`src/rtl/mem_port_arbiter.sv`:
```
// mem_port_arbiter
// Shares one single-ported memory (progmem strobe protocol) among NUM_PORTS
// requestors. The grant is combinational and uses either round-robin or fixed
// priority. Read data returns one cycle after the grant, and a one-hot owner
// register routes the rvalid back to the port that issued the read.
module mem_port_arbiter #(
    parameter int NUM_PORTS = 2,
    parameter int ADDR_W    = 32,
    parameter int DATA_W    = 32,
    parameter int RR_MODE   = 1
) (
    input  logic                          clk,
    input  logic                          rst,
    input  logic [NUM_PORTS*ADDR_W-1:0]   req_addr,
    input  logic [NUM_PORTS*DATA_W-1:0]   req_wdata,
    input  logic [NUM_PORTS-1:0]          req_rstrb,
    input  logic [NUM_PORTS*DATA_W/8-1:0] req_wstrb,
    output logic [NUM_PORTS-1:0]          req_ready,
    output logic [NUM_PORTS-1:0]          req_rvalid,
    output logic [DATA_W-1:0]             req_rdata,
    output logic [ADDR_W-1:0]             mem_addr,
    output logic [DATA_W-1:0]             mem_wdata,
    output logic                          mem_rstrb,
    output logic [DATA_W/8-1:0]           mem_wstrb,
    input  logic [DATA_W-1:0]             mem_rdata
);

    localparam int SW    = DATA_W / 8;
    localparam int PTR_W = (NUM_PORTS > 1) ? $clog2(NUM_PORTS) : 1;

    logic [NUM_PORTS-1:0] req_s;
    logic [NUM_PORTS-1:0] gnt_oh_s;
    logic [PTR_W-1:0]     gnt_idx_s;
    logic                 gnt_any_s;
    logic [SW-1:0]        gnt_wstrb_s;
    logic                 gnt_wr_s;
    logic                 mem_rstrb_s;
    logic [SW-1:0]        mem_wstrb_s;

    logic [PTR_W-1:0]     ptr_q, ptr_d;
    logic                 rd_pend_q, rd_pend_d;
    logic [NUM_PORTS-1:0] rd_owner_q, rd_owner_d;

    // A port is requesting when it asserts a read or any byte write enable
    always_comb begin
        req_s = '0;
        for (int i = 0; i < NUM_PORTS; i++) begin
            req_s[i] = req_rstrb[i] | (|req_wstrb[i*SW +: SW]);
        end
    end

    // Pick the first requesting port, searching upward from the priority base with wrap-around
    always_comb begin
        int base;
        int idx;
        gnt_oh_s  = '0;
        gnt_idx_s = '0;
        gnt_any_s = 1'b0;
        base      = 0;
        idx       = 0;
        if (RR_MODE != 0) begin
            base = int'(ptr_q);
        end else begin
            base = 0;
        end
        if (base >= NUM_PORTS) begin
            base = 0;
        end else begin
            base = base;
        end
        if (rst) begin
            gnt_any_s = 1'b0;
        end else begin
            for (int k = 0; k < NUM_PORTS; k++) begin
                idx = base + k;
                if (idx >= NUM_PORTS) begin
                    idx = idx - NUM_PORTS;
                end else begin
                    idx = idx;
                end
                if (!gnt_any_s && req_s[idx]) begin
                    gnt_any_s     = 1'b1;
                    gnt_idx_s     = idx[PTR_W-1:0];
                    gnt_oh_s[idx] = 1'b1;
                end else begin
                    gnt_any_s = gnt_any_s;
                end
            end
        end
    end

    // Steer the granted port onto the memory bus; a write beats a simultaneous read
    always_comb begin
        gnt_wstrb_s = req_wstrb[gnt_idx_s*SW +: SW];
        gnt_wr_s    = |gnt_wstrb_s;
        mem_addr    = req_addr[gnt_idx_s*ADDR_W +: ADDR_W];
        mem_wdata   = req_wdata[gnt_idx_s*DATA_W +: DATA_W];
        if (gnt_any_s) begin
            mem_wstrb_s = gnt_wstrb_s;
            mem_rstrb_s = req_rstrb[gnt_idx_s] & ~gnt_wr_s;
        end else begin
            mem_wstrb_s = '0;
            mem_rstrb_s = 1'b0;
        end
    end

    assign req_ready  = gnt_oh_s;
    assign mem_rstrb  = mem_rstrb_s;
    assign mem_wstrb  = mem_wstrb_s;
    assign req_rdata  = mem_rdata;
    // A read whose data would land in a reset cycle is dropped
    assign req_rvalid = (rd_pend_q && !rst) ? rd_owner_q : '0;

    // Next priority pointer and read-owner tracking
    always_comb begin
        ptr_d      = ptr_q;
        rd_pend_d  = mem_rstrb_s;
        rd_owner_d = '0;
        if ((RR_MODE != 0) && gnt_any_s) begin
            if (gnt_idx_s == PTR_W'(NUM_PORTS - 1)) begin
                ptr_d = '0;
            end else begin
                ptr_d = gnt_idx_s + 1'b1;
            end
        end else begin
            ptr_d = ptr_q;
        end
        if (mem_rstrb_s) begin
            rd_owner_d = gnt_oh_s;
        end else begin
            rd_owner_d = '0;
        end
    end

    // State registers with synchronous reset
    always_ff @(posedge clk) begin
        if (rst) begin
            ptr_q      <= '0;
            rd_pend_q  <= 1'b0;
            rd_owner_q <= '0;
        end else begin
            ptr_q      <= ptr_d;
            rd_pend_q  <= rd_pend_d;
            rd_owner_q <= rd_owner_d;
        end
    end

endmodule
```
`config.mk`:
```
export PLATFORM = sky130hd
export DESIGN_NAME = mem_port_arbiter
export DESIGN_NICKNAME = d
export VERILOG_FILES = /design/src/rtl/mem_port_arbiter.sv
export SDC_FILE = /design/constraint.sdc
export NUM_CORES = 1
export LEC_CHECK = 0
export CORE_AREA = 4 4 105 107
export CTS_CLUSTER_DIAMETER = 60
export CTS_CLUSTER_SIZE = 20
export DETAILED_ROUTE_END_ITERATION = 7
export DIE_AREA = 0 0 109 111
export PLACE_DENSITY_LB_ADDON = 0.08
export SLEW_MARGIN = 20
export SYNTH_ARGS = -nofsm -noshare
export SYNTH_HDL_FRONTEND = slang
export SYNTH_SLANG_ARGS = --single-unit
```
`constraint.sdc`:
```
create_clock -name clk -period 4 [get_ports clk]
set_input_delay 0.4 -clock clk [delete_from_list [all_inputs] [get_ports clk]]
set_output_delay 0.4 -clock clk [all_outputs]
set_load 0.02 [all_outputs]
```
==> run summary <==
status - finished clean
Antenna Nets Post-Route - 0
Die Wd - 109 um
mean routed wirelength per cell - 16.77 um
starting density of the core - 15.81%
Fin Setup TNS - 0 ns
Yosys top cell area share - 45.90%
first-pass GRT wire length - 11,050 um
Root Driver - clkbuf_8
Slew Limit Fails - 0
Clock Tree Buf Depth - 2
vias in the first global route - 1,868
clock sink count - 4
met2 wire length - 3729 um
area grow syn2layout - 124.0%
final core utilization - 35.42%
clk_skew - 0.003544 ns
Crit Path Max Fanout - 28
Async S/R FF share, synth - 0%
fin area - 3591 sq um
RSZ-0062 raised after global routing - no
Sw Pwr - 0.1949 mW
WL met3 - 1094 um
hold slack - 0.5245 ns
Met1 Routed Length - 2816 um
post-DR vias/cell - 3.798
Synth Instances - 147
count leader, synth - mux2_4
CTS tree - built
syn nets - 319
Worst Max-Slew Pin Slew - 0.4613 ns
Final setup viols - 0
dpl hpwl - 6784 um
Final period util - 85.30%
sequential cell area fraction in the yosys report - 4.996%
Worst Reg-to-Reg Cells - 4
Final Power - 0.6049 mW
Finished Layout Cells - 460
# port buffers - 212
share of cells above drive strength 1 - 22.53%
Placed Instances - 457
Worst-path clk slew - 0.03 ns
Setup WS pre-CTS - 0.5747 ns
core box area - 10,140 sq um
Hold Violations, Final - 0
Combinational Power Share - 79.3%
num rows - 37
MaxCap Viol Count - 0
CP Capture Type - primary output
Multi-input gate area - 1142 sq um
Total GRT Usage - 11.61%
# fillers - 1,015
Area contributors post-synth - mux2_4 (46%), buf_4 (15%), mux2_2 (11%)
Synth Cell Area - 1603 sq um
Net Sw Frac - 32.21%
Clock Power Share - 13.7%
Max VDD drop - 263.9 uV
worst path required time - 3.60 ns
Max transition margin - 69.24%
number of buffers added for setup after CTS - 0
Synth Flop Type - dfxtp_1
hold depth - 1
detailed-route DRC error count - 0
Final #Nets - 498
Worst Hold Class - flop to flop
startpoint class of the critical path - input port
YS warnings - 0
# hold bufs at CTS - 0
initial antenna violation count - 0
sequential share of power - 7.0%
grt total ovfl - 0
DR top layer - met4
PostCTS Resize Cnt - 0
Leakage - 1.489 nW
syn avg cell area - 10.90 sq um
register area - 80.08 sq um
Num CTS Buffers - 3
largest net degree at the start of global routing - 38
CP Class - input port to primary output
Die ar. - 12,100 sq um
post-synth cell types - 26
DR pass1 iterations - 3
Commonest cells post-synth - mux2_4 (49), buf_4 (33), mux2_2 (15), a21oi_1 (7), buf_12 (6)
Post-synth EDFFs - 0
routed vias - 1,747
WL final - 7712 um
H-tree depth - 1
Worst EP arrival - 3.01 ns
Die Span Y - 111 um
gpl congestion - 0.8115
Area after DPL - 3550 sq um
final worst setup slack - 0.5878 ns
FF+latch count, synth - 4
Clock Latency Late Sink - 0.21 ns
internal power - 0.4100 mW
antenna fix cells - 0
First DRT Iteration DRCs - 47
Power Density - 168.4 nW/um^2
Period minus WS final - 3.412 ns
I/O pin total - 277
Synth area leader - mux2_4
achievable clock frequency - 293.1 MHz
==> registers in the layout, summed over array words and instances (netlist names) <==
signal	count
ptr_q	1
rd_owner_q	2
rd_pend_q	1
==> kinds of logic after synthesis <==
family	share of synthesized area, %
muxes	56.44
buffers and inverters	23.73
AOI/OAI and AO/OA	5.933
and+or+nand+nor	8.900
DFF	4.996
==> layout by cell type (no fill, tap or decap), drive strengths merged <==
master,netlist,layout
a21o,1,1
a21oi,7,7
and2,1,1
and3b,2,2
buf,40,2
clkbuf,0,3
clkdlybuf4s50,0,212
dfxtp,4,4
inv,2,2
mux2,64,64
nand2,5,5
nand2b,1,1
nand3b,2,2
nor2,2,2
nor2b,1,1
nor3,4,4
nor4b,1,1
o21a,1,1
o21ai,4,4
o22ai,1,1
o311ai,1,1
o31a,1,1
or3,2,2
==> routing by layer <==
| metal | GRT usage (%) | vias up |
|---|---|---|
| li1 | - | 852 |
| met4 | 1.263 | 0 |
| met2 | 20.72 | 132 |
| met1 | 12.53 | 757 |
| met3 | 5.824 | 6 |
| met5 | 0 | - |
==> worst max-delay path, stage by stage <==
cell,delay (ns)
clkdlybuf4s50_1,0.44
or3_4,0.43
nor3_4,0.20
nand2b_4,0.19
buf_4,0.40
mux2_2,0.40
clkdlybuf4s50_1,0.54
==> final cells by class <==
class | count | share of cell area (%)
sequential | 4 | 2.230
tap | 136 | 4.739
clock buffer | 3 | 1.150
timing repair buffer | 214 | 59.86
inverter | 2 | 0.2091
multi-input combinational | 101 | 31.81
==> power by group through the flow <==
stage          combinational (mW)  clock (mW)  sequential [mW]
3_3_place_gp                0.487           0           0.0429
5_1_grt                     0.507      0.0896           0.0425
6_report                    0.480      0.0827           0.0424
4_1_cts                     0.486      0.0859           0.0423
3_5_place_dp                0.484           0           0.0429
2_1_floorplan               0.273           0           0.0426
==> path summary, 6_finish.rpt <==
kind	start	to	slack, ns
worst min-delay path	ptr_q	ptr_q	0.52
worst max-delay path	req_wstrb[5]	mem_wdata[12]	0.59
worst min register to register	ptr_q	ptr_q	0.52
worst max register to register	ptr_q	rd_pend_q	2.80
Note: power is estimated with default switching activity, not from simulation.
